<file path="config.mk">
export PLATFORM = sky130hd
export DESIGN_NAME = scalar_wb_arbiter
export DESIGN_NICKNAME = d
export VERILOG_FILES = /design/src/rtl/scalar_pkg.sv /design/src/rtl/scalar_wb_arbiter_rr_arbiter.sv /design/src/rtl/scalar_wb_arbiter.sv
export SDC_FILE = /design/constraint.sdc
export NUM_CORES = 1
export LEC_CHECK = 0
export BUFFER_PORTS_ARGS = -buffer_cell sky130_fd_sc_hd__buf_2
export CAP_MARGIN = 20
export CORE_ASPECT_RATIO = 1.5
export CORE_MARGIN = 1
export CORE_UTILIZATION = 45
export DETAILED_ROUTE_END_ITERATION = 7
export PLACE_DENSITY = 0.82
export SLEW_MARGIN = 30
export SYNTH_ARGS = -nofsm -noshare
export SYNTH_HDL_FRONTEND = slang
export SYNTH_HIERARCHICAL = 1
export SYNTH_SLANG_ARGS = --single-unit
</file>
<file path="constraint.sdc">
create_clock -name clk -period 3.2 [get_ports clk]
set_clock_uncertainty 0.05 [all_clocks]
set_input_delay 0.48 -clock clk [delete_from_list [all_inputs] [get_ports clk]]
set_output_delay 0.48 -clock clk [all_outputs]
set_load 0.03 [all_outputs]
</file>
<file path="src/rtl/scalar_pkg.sv">
// rtl/scalar_pkg.sv - shared constants and types for the scalar writeback path
//
// Purpose: register-bank geometry and the writeback request record shared by
// the writeback arbiter and its round-robin helper.
// Contents: NREG, RW, DW constants; reg_idx_t, word_t, wb_req_t types.
package scalar_pkg;

   localparam int NREG = 8;
   localparam int RW   = 3;
   localparam int DW   = 32;

   typedef logic [RW-1:0] reg_idx_t;
   typedef logic [DW-1:0] word_t;

   typedef struct packed {
      reg_idx_t rd;
      word_t    data;
   } wb_req_t;

endpackage

</file>
<file path="src/rtl/scalar_wb_arbiter_rr_arbiter.sv">
// rtl/scalar_wb_arbiter_rr_arbiter.sv - combinational round-robin arbiter
//
// Purpose: picks the first asserted request scanning from ptr upward,
// wrapping modulo N.
// Ports:
//   req      in   N      request vector
//   ptr      in   IW     highest-priority index for this cycle
//   gnt      out  N      one-hot grant, zero when no request
//   gnt_idx  out  IW     index of the granted request, zero when none
module rr_arbiter
   import scalar_pkg::*;
#(
   parameter int N  = 3,
   parameter int IW = (N > 1) ? $clog2(N) : 1
) (
   input  logic [N-1:0]  req,
   input  logic [IW-1:0] ptr,
   output logic [N-1:0]  gnt,
   output logic [IW-1:0] gnt_idx
);

   logic          found;
   logic [IW-1:0] idx;

   always_comb begin
      gnt     = '0;
      gnt_idx = '0;
      found   = 1'b0;
      idx     = '0;
      for (int k = 0; k < N; k++) begin
         // Candidate index for scan step k, wrapped into 0..N-1.
         idx = IW'((int'(ptr) + k) % N);
         if (!found && req[idx]) begin
            found      = 1'b1;
            gnt[idx]   = 1'b1;
            gnt_idx    = idx;
         end
      end
   end

endmodule

</file>
<file path="src/rtl/scalar_wb_arbiter.sv">
// rtl/scalar_wb_arbiter.sv - round-robin writeback arbiter with pending-write scoreboard
//
// Purpose: shares the single write port of the scalar register bank among
// NREQ requesters, registers the winner into a one-cycle write stage, and
// tracks destinations with writes still in flight for hazard checks.
// Ports:
//   clk, rst                        clock, async active-high reset
//   req_valid/req_ready             per-requester handshake (ready one-hot)
//   req_rd/req_data                 packed per-requester destination/data
//   rf_we/rf_rd/rf_wdata/rf_src     registered bank write port + source index
//   resv_valid/resv_rd              issue-side destination reservation
//   chk_rs1/chk_rs2                 sources to hazard-check
//   rs1_busy/rs2_busy/pending       scoreboard read-outs
module scalar_wb_arbiter
   import scalar_pkg::*;
#(
   parameter int NREQ = 3,
   parameter int NREG = scalar_pkg::NREG,
   parameter int RW   = scalar_pkg::RW,
   parameter int DW   = scalar_pkg::DW
) (
   input  logic                    clk,
   input  logic                    rst,
   input  logic [NREQ-1:0]         req_valid,
   output logic [NREQ-1:0]         req_ready,
   input  logic [NREQ*RW-1:0]      req_rd,
   input  logic [NREQ*DW-1:0]      req_data,
   output logic                    rf_we,
   output logic [RW-1:0]           rf_rd,
   output logic [DW-1:0]           rf_wdata,
   output logic [$clog2(NREQ)-1:0] rf_src,
   input  logic                    resv_valid,
   input  logic [RW-1:0]           resv_rd,
   input  logic [RW-1:0]           chk_rs1,
   input  logic [RW-1:0]           chk_rs2,
   output logic                    rs1_busy,
   output logic                    rs2_busy,
   output logic [NREG-1:0]         pending
);

   localparam int SW = $clog2(NREQ);

   wb_req_t         req_a [NREQ];
   logic [NREQ-1:0] gnt;
   logic [SW-1:0]   gnt_idx;

   logic            rf_we_q;
   logic [RW-1:0]   rf_rd_q;
   logic [DW-1:0]   rf_wdata_q;
   logic [SW-1:0]   rf_src_q;
   logic [SW-1:0]   rr_ptr_q, rr_ptr_d;
   logic [NREG-1:0] pending_q, pending_d;

   for (genvar i = 0; i < NREQ; i++) begin : g_unpack
      assign req_a[i].rd   = req_rd[i*RW +: RW];
      assign req_a[i].data = req_data[i*DW +: DW];
   end

   rr_arbiter #(.N(NREQ), .IW(SW)) u_rr_arbiter (
      .req     (req_valid),
      .ptr     (rr_ptr_q),
      .gnt     (gnt),
      .gnt_idx (gnt_idx)
   );

   // No grants while reset is held, even though the arbiter itself is comb.
   assign req_ready = rst ? '0 : gnt;

   assign rr_ptr_d = (gnt_idx == SW'(NREQ - 1)) ? '0 : gnt_idx + SW'(1);

   // Commit clears first, then a reservation of the same index re-sets it:
   // the reservation belongs to a newer writer that is still in flight.
   always_comb begin
      pending_d = pending_q;
      if (rf_we_q)
         pending_d[rf_rd_q] = 1'b0;
      if (resv_valid)
         pending_d[resv_rd] = 1'b1;
   end

   always_ff @(posedge clk or posedge rst) begin
      if (rst) begin
         rf_we_q    <= 1'b0;
         rf_rd_q    <= '0;
         rf_wdata_q <= '0;
         rf_src_q   <= '0;
         rr_ptr_q   <= '0;
         pending_q  <= '0;
      end else begin
         rf_we_q   <= |gnt;
         pending_q <= pending_d;
         if (|gnt) begin
            rf_rd_q    <= req_a[gnt_idx].rd;
            rf_wdata_q <= req_a[gnt_idx].data;
            rf_src_q   <= gnt_idx;
            rr_ptr_q   <= rr_ptr_d;
         end
      end
   end

   assign rf_we    = rf_we_q;
   assign rf_rd    = rf_rd_q;
   assign rf_wdata = rf_wdata_q;
   assign rf_src   = rf_src_q;
   assign pending  = pending_q;

   // Read of the registered vector only; no bypass from this cycle's commit.
   assign rs1_busy = pending_q[chk_rs1];
   assign rs2_busy = pending_q[chk_rs2];

endmodule

</file>
After elaboration in Yosys (flattened, before gate mapping)
Cells that the tools add are included.
{"block": "classes", "n_div": 3, "n_reduce_logical": 10, "n_mux": 35, "n_addsub": 3, "eq_ne": 1, "n_lt_le_gt_ge": 13, "bitwise_logic": 6}
{"cell": "binary-select mux 35 bit (select 2 bit)", "count": 1}
{"cell": "two-way mux 35 bit", "count": 2}
{"cell": "modulo 32 x 3 -> 32 bit (second input constant)", "count": 2}
{"cell": "modulo 3 x 3 -> 32 bit (second input constant)", "count": 1}
{"cell": "less-than comparator 3 x 4 -> 1 bit (second input constant)", "count": 4}
{"cell": "two-way mux 8 bit", "count": 2}
{"cell": "two-way mux 1 bit", "count": 12}
{"cell": "two-way mux 3 bit", "count": 4}
{"cell": "less-than comparator 2 x 3 -> 1 bit (second input constant)", "count": 3}
{"cell": "AND 8 bit", "count": 1}
{"cell": "two-way mux 2 bit", "count": 4}
{"cell": "NOT 8 bit", "count": 1}
{"cell": "OR 8 bit", "count": 1}
{"cell": "logical AND 1 bit", "count": 7}
{"cell": "binary-select mux 1 bit (select 2 bit)", "count": 3}
{"cell": "binary-select mux 1 bit (select 3 bit)", "count": 2}
{"cell": "demux 1 bit (select 2 bit)", "count": 3}
{"cell": "demux 1 bit (select 3 bit)", "count": 2}
{"cell": "greater-or-equal comparator 2 x 1 -> 1 bit (second input constant)", "count": 3}
{"cell": "greater-or-equal comparator 3 x 1 -> 1 bit (second input constant)", "count": 2}
{"cell": "OR 3 bit", "count": 2}
{"cell": "adder 2 x 1 -> 3 bit (second input constant)", "count": 1}
{"cell": "adder 2 x 2 -> 3 bit (second input constant)", "count": 1}
{"cell": "greater-or-equal comparator 3 bit (second input constant)", "count": 1}
{"cell": "5 further kinds", "count": 6}
{"block": "word_totals", "out_inout_bits": 51, "register_bits": 48, "elab_cells": 77, "in_bits": 120}

Longest topological paths before layout
Gate-level depths: netlist of the first run.
{"block": "depth", "depth_word": 14, "depth_mapped": 12, "depth_no_buf": 10}

Hierarchy
Netlist of the first run, hierarchy kept.
{"module": "scalar_wb_arbiter", "seq_area_each_um2": 1201.2, "cells_per_inst": 293, "n_inst": 1, "area_per_inst_um2": 2736.4}
{"module": "rr_arbiter", "seq_area_each_um2": 0.0, "cells_per_inst": 38, "n_inst": 1, "area_per_inst_um2": 266.5}

Worst setup path after synthesis of the first run
No wires, ideal clock.
{"block": "synth_path", "path_type": "reg-to-output", "from": "reg rr_ptr_q[1]", "to": "out req_ready[1]", "stages_incl_launch_ff": 9, "arrival_time_ps": 1846, "setup_slack_ps": 824, "n_path_buf": 1, "required_ps": 2670, "path_cell_list": "dfrtp_1 inv_1 ha_1 buf_6 mux2i_1 a32o_1 a2bb2oi_2 nor2_1 nor2b_1"}
{"block": "synth_via", "elab_chain_len": 11, "word_cells_on_any_way": 38, "cone_classes": "add/sub: 2; div: 3; order compare: 6; mux: 18; bitwise: 2; reduce/logical: 7"}
{"item": "start: declaration", "line_no": "scalar_wb_arbiter.sv:51", "rtl": "logic [SW-1:0] rr_ptr_q, rr_ptr_d;"}
{"item": "start signal: assignment", "line_no": "scalar_wb_arbiter.sv:96", "rtl": "rr_ptr_q <= rr_ptr_d;"}
{"item": "adder 2 x 1 -> 3 bit or modulo 3 x 3 -> 32 bit (tied branches)", "line_no": "scalar_wb_arbiter_rr_arbiter.sv:32", "rtl": "idx = IW'((int'(ptr) + k) % N);"}
{"item": "modulo 32 x 3 -> 32 bit, or another cell as far along", "line_no": "scalar_wb_arbiter_rr_arbiter.sv:32"}
{"item": "less-than comparator 2 x 3 -> 1 bit (not written as such), or another cell as far along", "line_no": "scalar_wb_arbiter_rr_arbiter.sv:35", "rtl": "gnt[idx] = 1'b1;"}
{"item": "logical AND 1 bit (not written as such), or another cell as far along", "line_no": "scalar_wb_arbiter_rr_arbiter.sv:35"}
{"item": "two-way mux 1 bit (not written as such), or another cell as far along", "line_no": "scalar_wb_arbiter_rr_arbiter.sv:35"}
{"item": "demux 1 bit (select 2 bit), or another cell as far along"}
{"item": "OR 3 bit (no source line) or two-way mux 1 bit (tied branches)"}
{"item": "two-way mux 3 bit or logical NOT 1 bit (tied branches)", "line_no": "scalar_wb_arbiter_rr_arbiter.sv:33", "rtl": "if (!found && req[idx]) begin"}
{"item": "OR 3 bit (no source line) or logical AND 1 bit (tied branches)"}
{"item": "two-way mux 3 bit (*)", "line_no": "scalar_wb_arbiter_rr_arbiter.sv:33"}
{"item": "net gnt[1]", "line_no": "scalar_wb_arbiter.sv:44", "rtl": "logic [NREQ-1:0] gnt;"}
{"item": "two-way mux 3 bit (*)", "line_no": "scalar_wb_arbiter.sv:67", "rtl": "assign req_ready = rst ? '0 : gnt;"}
{"item": "end: declaration", "line_no": "scalar_wb_arbiter.sv:25", "rtl": "output logic [NREQ-1:0] req_ready,"}
The timed path passes the listed nets; every way through them passes the cells marked *. The select of a mux whose other input is x is not followed.

Worst setup path in the final report of the first run
{"block": "layout_path", "from": "reg rr_ptr_q[1]", "to": "out req_ready[0]"}
Same word-level chain as after synthesis.

==> flow_summary.json, run 1 <==
{
  "status": "completed",
  "grt_usage_pct": 23.9,
  "worstPathMaxFanout": 7,
  "hold_ws_ns": 0.225,
  "final_cells": 573,
  "p_per_area_mw_per_mm2": 1330,
  "min_period_ns": 2.97,
  "p_int_mw": 2.58,
  "setup_slack_ns": 0.226,
  "p_total_mw": 5.33,
  "routedWlPerCell_um": 14.4,
  "yosys_warnings": 6,
  "gr-total-overflow": 0,
  "cts_tree": "done",
  "gp_congestion": 0.825,
  "cap_violations": 0,
  "vdd_ir_drop_max_v": 0.000745,
  "die_y_um": 102,
  "initial_core_util_pct": 46.3,
  "synth_ff_type": "dfrtp_1",
  "p_leak_nw": 1.97,
  "setup_viol": 0,
  "p_sw_mw": 2.75,
  "fp.dieArea_sq_mm": 0.00701,
  "synth_edf_count": 0,
  "post_dp_cell_area_sq_mm": 0.00390,
  "coreArea_sq_mm": 0.00649,
  "drtIter0Drc": 176,
  "synthMuxAreaShare_pct": 16.1,
  "syn_nets": 455,
  "via_per_inst": 5.43,
  "p_sw_share_pct": 51.6,
  "tns_ns": 0,
  "dpl.hpwl_um": 6250,
  "synth-simple-area-share_pct": 17.7,
  "cts-htree-levels": 2,
  "hold_viol": 0,
  "fmax_mhz": 336,
  "cts.path.max_buffers": 2,
  "synth_xor_area_share_pct": 0,
  "vias": 3111,
  "period_share_pct": 92.9,
  "async_reset_ff_share_pct": 100,
  "rows": 36,
  "end_kind": "output port",
  "cts_buffers": 5,
  "synth_adder_area_share_pct": 1.67,
  "layout_common_cells": "170 x buf_2, 72 x a21oi_1, 48 x dfrtp_1, 37 x mux2i_1, 35 x nor2_1",
  "wl_um": 8270,
  "syn_avg_cell_area_sq_um": 9.07,
  "io_buffers": 170,
  "hp-class": "in2async",
  "utilization_pct": 61.9,
  "syn-instance-count": 331,
  "clkTransAtPathRegs_ns": 0.09,
  "cts_setup_buffers": 0,
  "grt_max_degree": 49,
  "stdcell_area_sq_mm": 0.00402,
  "crit_required_ns": 2.67,
  "worstMarginPinSlew_ns": 0.586,
  "ys_ff_latch": 48,
  "dr.pass1.iters": 4,
  "worst_setup_path_start_kind": "flop",
  "synth_compound_area_share_pct": 18.9,
  "cts_root_buffer": "clkbuf_8",
  "comb_power_share_pct": 69.4,
  "clkSinkCount": 48,
  "final_common_cell": "buf_2",
  "rsz0062_at_grt": "false",
  "drv_slew": 0,
  "antenna_left": 0,
  "seqPwrFrac_pct": 22.5,
  "syn_to_final_growth_pct": 33.7,
  "pre_cts_slack_ns": 0.413,
  "die_w_um": 68.7,
  "grt_pass1_wl_um": 12700,
  "synth_top_family_by_area": "compound AO/OA/AOI/OAI gates",
  "grt_pass1_vias": 2904,
  "nets": 620,
  "slew_headroom_pct": 61.0,
  "power.clock.fraction_pct": 8.2,
  "crit_arrival_ns": 2.44,
  "clkLatencyLatePin_ns": 0.30,
  "drive_gt1_share_pct": 42.9,
  "antenna_found_initial": 0,
  "n_antenna_cell": 0,
  "route.detailed.drc": 0,
  "critPathKind": "reg2out",
  "synthesis.area_sq_mm": 0.00300,
  "post-place-cells": 565,
  "ios": 171,
  "synth-seq-area-share_pct": 40.0,
  "ys_types": 36
}
[final timing paths]
path,from,endpoint,slack (ns),depth (start not counted)
worst max-delay path,rr_ptr_q[1],req_ready[0],0.23,8
worst min-delay path,rst,rf_wdata[27],0.23,2
worst max register to register,rr_ptr_q[1],rf_wdata[25],0.37,10
worst min register to register,rf_src[0],rf_src[0],0.44,2
max in group asynchronous,rst,rf_wdata[24],2.48,2
min in group clk,resv_rd[2],pending[1],0.36,2
[registers in the layout, summed over array words and instances (netlist names)]
name	cells
rf_src	2
rf_we	1
pending	8
rr_ptr_q	2
rf_wdata	32
rf_rd	3
[power by group through the flow]
stage	clock network [mW]	registers, mW	logic (mW)
after CTS	0.447	1.20	3.70
after global routing	0.472	1.24	4.09
after floorplan	0	1.76	2.28
after global placement	0	1.20	3.61
after detailed placement	0	1.20	3.70
final	0.436	1.20	3.70
[final cells by class]
class,count,area (sq um)
multi-input cells,255,1660
flip-flops and latches,48,1200
clock buffers,5,68.8
fillers,596,2470
repair buffers,179,918
inverters,7,28.8
clock inverters,3,42.5
well taps,76,95.1
[cell usage after synthesis (2+ instances only)]
cell      count  share of area (%)
clkbuf_1      8                1.0
mux2_2        2               0.75
o21a_1        2               0.50
inv_1         7               0.88
mux4_2        4                3.0
buf_2         3               0.50
nand2_1      18                2.2
buf_4         4                1.0
ha_1          4                1.7
a21oi_1      73                 12
o21ai_0      13                2.2
or2_0        19                4.0
nor2b_1       5                1.0
nand2b_1      6                1.3
or2_2        14                2.9
dfrtp_1      48                 40
buf_6         4                1.5
nor2_1       36                4.5
or2_1         3               0.63
mux2i_1      37                 12
o31ai_1       5                1.3
o22ai_1       2               0.42
[per-layer routing]
layer	track usage (%)	part of all wire, %	vias up
li1	-	-	1478
met5	0	0	-
met1	27.6	38	1475
met3	4.69	6.1	16
met4	7.85	1.7	0
met2	42.8	54	142
[what timing repair did]
action / 4_1_cts / 5_1_grt
resized for setup: 0 / 1
endpoints found under the hold margin: 0 / 0
hold buffers: 0 / 0
endpoints found under the setup margin: 0 / 1
[worst max-delay path, stage by stage (launching register included)]
cell      delay (ns)
dfrtp_1         0.42
inv_1           0.10
ha_1            0.34
mux2i_1         0.18
a211oi_1        0.34
a31oi_1         0.07
o22ai_1         0.30
nor2b_1         0.18
buf_2           0.20
[cells by family (layout without fill, tap and decap cells)]
group	after synthesis	after routing
DFF	48	48
adders and majority gates	4	4
AOI/OAI and AO/OA	103	103
and+or+nand+nor	105	105
muxes	43	43
buffers and inverters	28	194
Power figures use the tool's default switching activity.
==> run 2: changes to the inputs <==
--- a/config.mk
+++ b/config.mk
@@ -9,11 +9,11 @@
 export CAP_MARGIN = 20
 export CORE_ASPECT_RATIO = 1.5
 export CORE_MARGIN = 1
-export CORE_UTILIZATION = 45
+export CORE_UTILIZATION = 44
+export CTS_CLUSTER_SIZE = 40
 export DETAILED_ROUTE_END_ITERATION = 7
-export PLACE_DENSITY = 0.82
+export PLACE_DENSITY = 0.8
 export SLEW_MARGIN = 30
 export SYNTH_ARGS = -nofsm -noshare
 export SYNTH_HDL_FRONTEND = slang
-export SYNTH_HIERARCHICAL = 1
 export SYNTH_SLANG_ARGS = --single-unit
==> run 2 against run 1 <==
Wire length is 5.4% lower. Worst hold slack worse by 0.015 ns. Final cell count is 13% lower. Via count is 11% lower. First-iteration DRC count is 59% lower. Power is 8.3% lower. Fmax is 0.37% higher. Design area is 1.5% lower. Clock-buffer cell count is 1 higher. Worst setup slack better by 0.011 ns. Sequential power is 3% lower. Largest cell class unchanged. Largest power group unchanged. Highest routed layer unchanged.
==> flow_summary.json, run 2 <==
{
  "status": "completed",
  "fmax_mhz": 338,
  "hp-class": "in2async",
  "grt_max_degree": 49,
  "die_w_um": 69,
  "yosys_warnings": 0,
  "setup_slack_ns": 0.237,
  "cts-htree-levels": 2,
  "gp_congestion": 0.870,
  "synth_edf_count": 0,
  "clkLatencyLatePin_ns": 0.31,
  "syn_avg_cell_area_sq_um": 11.4,
  "route.detailed.drc": 0,
  "grt_pass1_wl_um": 12600,
  "hold_viol": 0,
  "antenna_found_initial": 0,
  "netlist.area_leader.share_pct": 40.5,
  "cts_tree": "done",
  "syn_to_final_growth_pct": 33.5,
  "ios": 171,
  "dr.pass1.iters": 4,
  "worstMarginPinSlew_ns": 0.856,
  "drive_gt1_share_pct": 53.2,
  "rows": 36,
  "regToRegStartpoint": "rr_ptr_q[1]",
  "antenna_left": 0,
  "tns_ns": 0,
  "clkTransAtPathRegs_ns": 0.09,
  "vias": 2759,
  "yosysTopAreaCell": "dfrtp_1",
  "synth-seq-area-share_pct": 40.5,
  "worst-r2r-setup-slack_ns": 0.40,
  "ys_types": 33,
  "cap_violations": 0,
  "gr-total-overflow": 0,
  "syn_nets": 384,
  "cts_setup_buffers": 0,
  "wl_um": 7830,
  "path_cells": "inv_1 -> ha_1 -> mux2_4 -> o32ai_1 -> a22o_1 -> mux2i_1 -> nor2_1 -> buf_2",
  "setup_viol": 0,
  "drtIter0Drc": 72,
  "vdd_ir_drop_max_v": 0.000565,
  "p_leak_nw": 1.94,
  "initial_core_util_pct": 45.7,
  "synthTopCellsByArea": "dfrtp_1 41%, mux2_2 13%, a221o_1 12%",
  "ys_ff_latch": 48,
  "end_kind": "output port",
  "synth_ff_type": "dfrtp_1",
  "cts_buffers": 5,
  "die_y_um": 103,
  "clkSinkCount": 48,
  "cts_repair_resize_count": 0,
  "drv_slew": 0,
  "cts.path.max_buffers": 2,
  "worstPathMaxFanout": 9,
  "syn-instance-count": 260,
  "yosysMostFrequentCell": "dfrtp_1",
  "period_share_pct": 92.6,
  "layout_common_cells": "170 x buf_2, 48 x dfrtp_1, 39 x nor2b_1, 35 x a221o_1, 33 x mux2_2",
  "post_dp_cell_area_sq_mm": 0.00386,
  "dpl.hpwl_um": 5970,
  "crit_required_ns": 2.67,
  "ctsHoldBuffers": 0,
  "io_buffers": 170,
  "r2r-end": "rf_wdata[4]",
  "critPathSlowestCell": "dfrtp_1",
  "grt_usage_pct": 22.2,
  "crit_arrival_ns": 2.43,
  "utilization_pct": 61.0,
  "slowest_delay_ns": 0.41,
  "via_per_inst": 5.51,
  "routedWlPerCell_um": 15.6,
  "p_per_area_mw_per_mm2": 1240,
  "stdcell_area_sq_mm": 0.00396,
  "min_period_ns": 2.96,
  "nets": 548,
  "n_fill_cell": 547,
  "critPathKind": "reg2out",
  "worst_setup_path_start_kind": "flop",
  "pre_cts_slack_ns": 0.396,
  "cts_root_buffer": "clkbuf_8",
  "grt_pass1_vias": 2712,
  "final_common_cell": "buf_2",
  "synthTopCellsByCount": "48 x dfrtp_1, 39 x nor2b_1, 35 x a221o_1, 33 x mux2_2, 14 x o21ai_0",
  "n_antenna_cell": 0,
  "slew_headroom_pct": 42.8,
  "synthesis.area_sq_mm": 0.00296,
  "fp.dieArea_sq_mm": 0.00707,
  "reg2reg_depth": 8,
  "async_reset_ff_share_pct": 100,
  "rsz0062_at_grt": "false",
  "largest_reg_flops": 32,
  "coreArea_sq_mm": 0.00649
}
## run 2: worst max-delay path by stage
| stage | to | from |
|---|---|---|
| global route | req_ready[0] | rr_ptr_q[1] |
| CTS | req_ready[0] | rr_ptr_q[1] |
| detailed placement | rf_wdata[4] | rr_ptr_q[1] |
| global placement | rf_wdata[14] | rr_ptr_q[1] |
| finish | req_ready[0] | rr_ptr_q[1] |
| floorplan | req_ready[0] | rr_ptr_q[1] |
## run 2: cell families after synthesis
family	share of synthesized area, %
AO/OA/AOI/OAI	19.0
AND/OR/NAND/NOR	13.2
multiplexers	20.7
flip-flops	40.5
buffers and inverters	4.81
adder cells (fa/ha/maj)	1.69
## run 2: through the flow
stage	power, mW	std cells	hold WS, ns
floorplan	3.75	260	0.466
global placement	4.45	493	0.417
detailed placement	4.54	493	0.429
CTS	4.93	501	0.240
global route	5.25	501	0.263
finish	4.89	501	0.210
## run 2: area by class of cell
type / instances / area, sq um / area share [%]
Multi-Input combinational cell: 187 / 1630 / 41.2
Sequential cell: 48 / 1200 / 30.4
Timing Repair Buffer: 176 / 908 / 23.0
Tap cell: 76 / 95.1 / 2.40
Clock buffer: 6 / 82.6 / 2.09
Inverter: 6 / 25.0 / 0.633
Clock inverter: 2 / 13.8 / 0.348
## run 2: routing by layer
metal | global-route usage, % | share of wire (%) | vias up
li1 | - | - | 1311
met4 | 9.11 | 2.8 | 0
met2 | 41.5 | 54 | 124
met5 | 0 | 0 | -
met3 | 4.40 | 5.3 | 17
met1 | 24.5 | 37 | 1307
## run 2: worst max-delay path, delay by kind of cell (launching register included)
family	cells	cell delay, ns
DFF	1	0.41
adders and majority gates	1	0.39
buffers and inverters	2	0.31
AOI/OAI and AO/OA	2	0.46
and+or+nand+nor	1	0.12
muxes	2	0.43
## run 2: power by group
group	internal [mW]	switching (mW)	total (mW)
sequential	0.949	0.209	1.16
clock	0.177	0.220	0.397
combinational	1.48	1.86	3.34
total	2.60	2.29	4.89
==> run 3: changes to the inputs <==
--- a/config.mk
+++ b/config.mk
@@ -12,6 +12,7 @@
 export CORE_UTILIZATION = 44
 export CTS_CLUSTER_SIZE = 40
 export DETAILED_ROUTE_END_ITERATION = 7
+export GPL_TIMING_DRIVEN = 0
 export PLACE_DENSITY = 0.8
 export SLEW_MARGIN = 30
 export SYNTH_ARGS = -nofsm -noshare
==> run 3 against run 2 <==
Sequential power about the same. Combinational power increased by 3%. Clock power decreased by 4%. Critical path type is now reg2reg. Non-clock buffer count increased by 13. Power increased by 1.9%. Final cell count increased by 2.6%. Sequential cell count unchanged. Register-to-register slack got worse by 0.09 ns. Utilization increased by 0.79 points. Fmax increased by 2.4%. Largest cell class unchanged. Via count increased by 0.94%. Clock-buffer cell count unchanged.
==> flow_summary.json, run 3 (synthesized netlist as in run 2, its figures left out) <==
{
  "crit_family": "buffers and inverters",
  "die_w_um": 69,
  "path_cells": "inv_1 -> ha_1 -> buf_2 -> nand3b_1 -> o32ai_2 -> a21oi_1 -> buf_2 -> buf_1 -> nor2b_1 -> a221o_1 -> mux2_2",
  "seq_area_sq_mm": 0.00120,
  "largest_reg_flops": 32,
  "critPathSlowestCell": "buf_1",
  "clkSinkCount": 48,
  "layout_common_cells": "179 x buf_2, 48 x dfrtp_1, 39 x nor2b_1, 35 x a221o_1, 33 x mux2_2",
  "grt_usage_pct": 21.8,
  "final_cells": 514,
  "crit_arrival_ns": 3.04,
  "drv_slew": 0,
  "dpl.hpwl_um": 6270,
  "nets": 561,
  "cts.path.max_buffers": 2,
  "coreArea_sq_mm": 0.00649,
  "antenna_found_initial": 0,
  "regToRegStartpoint": "rr_ptr_q[0]",
  "drtIter0Drc": 125,
  "p_leak_nw": 1.97,
  "route.detailed.drc": 0,
  "drive_gt1_share_pct": 53.2,
  "cts_root_buffer": "clkbuf_8",
  "p_per_area_mw_per_mm2": 1240,
  "hold_viol": 0,
  "n_antenna_cell": 0,
  "fmax_mhz": 346,
  "r2r-end": "rf_rd[2]",
  "cts_repair_resize_count": 0,
  "wl_um": 7980,
  "worst-r2r-setup-slack_ns": 0.31,
  "worstPathMaxFanout": 10,
  "multi_input_area_sq_mm": 0.00162,
  "dr.pass1.iters": 4,
  "tns_ns": 0,
  "io_buffers": 170,
  "slew_headroom_pct": 60.3,
  "ios": 171,
  "reg2reg_depth": 11,
  "end_kind": "flop",
  "rsz0062_at_grt": "false",
  "cts_tree": "done",
  "grt_max_degree": 49,
  "cts_setup_buffers": 0,
  "die_y_um": 103,
  "crit_required_ns": 3.35,
  "rows": 36,
  "cap_violations": 0,
  "crit_buf_inv": 4,
  "gp_congestion": 0.869,
  "cts-htree-levels": 2,
  "critical_path_cell_count": 11,
  "clkLatencyLatePin_ns": 0.30,
  "worstMarginPinSlew_ns": 0.596,
  "fp.dieArea_sq_mm": 0.00707,
  "grt_pass1_wl_um": 12300,
  "post_dp_cell_area_sq_mm": 0.00391,
  "ctsHoldBuffers": 0,
  "vias": 2785,
  "crit_start": "rr_ptr_q[0]",
  "routedWlPerCell_um": 15.5,
  "via_per_inst": 5.42,
  "period_share_pct": 90.4,
  "post-place-cells": 506,
  "setup_viol": 0,
  "gr-total-overflow": 0,
  "clkTransAtPathRegs_ns": 0.09,
  "cts_buffers": 5,
  "antenna_left": 0,
  "final_common_cell": "buf_2",
  "initial_core_util_pct": 45.7,
  "cpMostUsedCell": "buf_2",
  "grt_pass1_vias": 2661,
  "worst_setup_path_start_kind": "flop",
  "stdcell_area_sq_mm": 0.00401,
  "syn_to_final_growth_pct": 35.3,
  "critPathKind": "reg2reg",
  "crit_end": "rf_rd[2]",
  "status": "completed",
  "slowest_delay_ns": 0.41,
  "vdd_ir_drop_max_v": 0.000734,
  "hp-class": "in2async",
  "min_period_ns": 2.89,
  "n_fill_cell": 571
}
[run 3: layer usage]
metal	track usage (%)	vias to the layer above	part of all wire, %
met5	0	-	0
met2	43.8	115	57
met4	5.81	0	1.0
met3	3.71	6	5.0
met1	23.2	1326	37
li1	-	1338	-
[run 3: layout make-up]
class	instances	area share [%]
plain buffers	19	3.00
clock buffers	6	2.06
clock inverters	2	0.343
inverters	6	0.624
multi-input cells	187	40.4
flip-flops and latches	48	30.0
well taps	76	2.37
repair buffers	170	21.2
[run 3: worst min path at each step]
stage | end | from | cells past startpoint
3_3_place_gp | rf_src[1] | rf_src[1] | 1
2_1_floorplan | rr_ptr_q[0] | rr_ptr_q[0] | 1
3_5_place_dp | rf_src[1] | rf_src[1] | 1
6_report | rf_wdata[31] | rst | 2
5_1_grt | rf_wdata[31] | rst | 2
4_1_cts | rf_wdata[28] | rst | 2
[run 3: where the power goes]
group	internal, mW	leakage (nW)	switching, mW
Combinational	1.52	1.35	1.93
Sequential	0.949	0.573	0.202
Clock	0.177	0.0516	0.206
[run 3: per-stage QoR]
step / hold slack, ns / util [%] / setup slack [ns] / power [mW]
after global placement: 0.415 / 60.3 / 0.349 / 4.53
final: 0.225 / 61.8 / 0.306 / 4.99
after detailed placement: 0.425 / 60.3 / 0.293 / 4.64
after floorplan: 0.466 / - / 0.726 / 3.75
after CTS: 0.236 / 61.8 / 0.262 / 5.03
after global routing: 0.269 / 61.8 / 0.0720 / 5.36
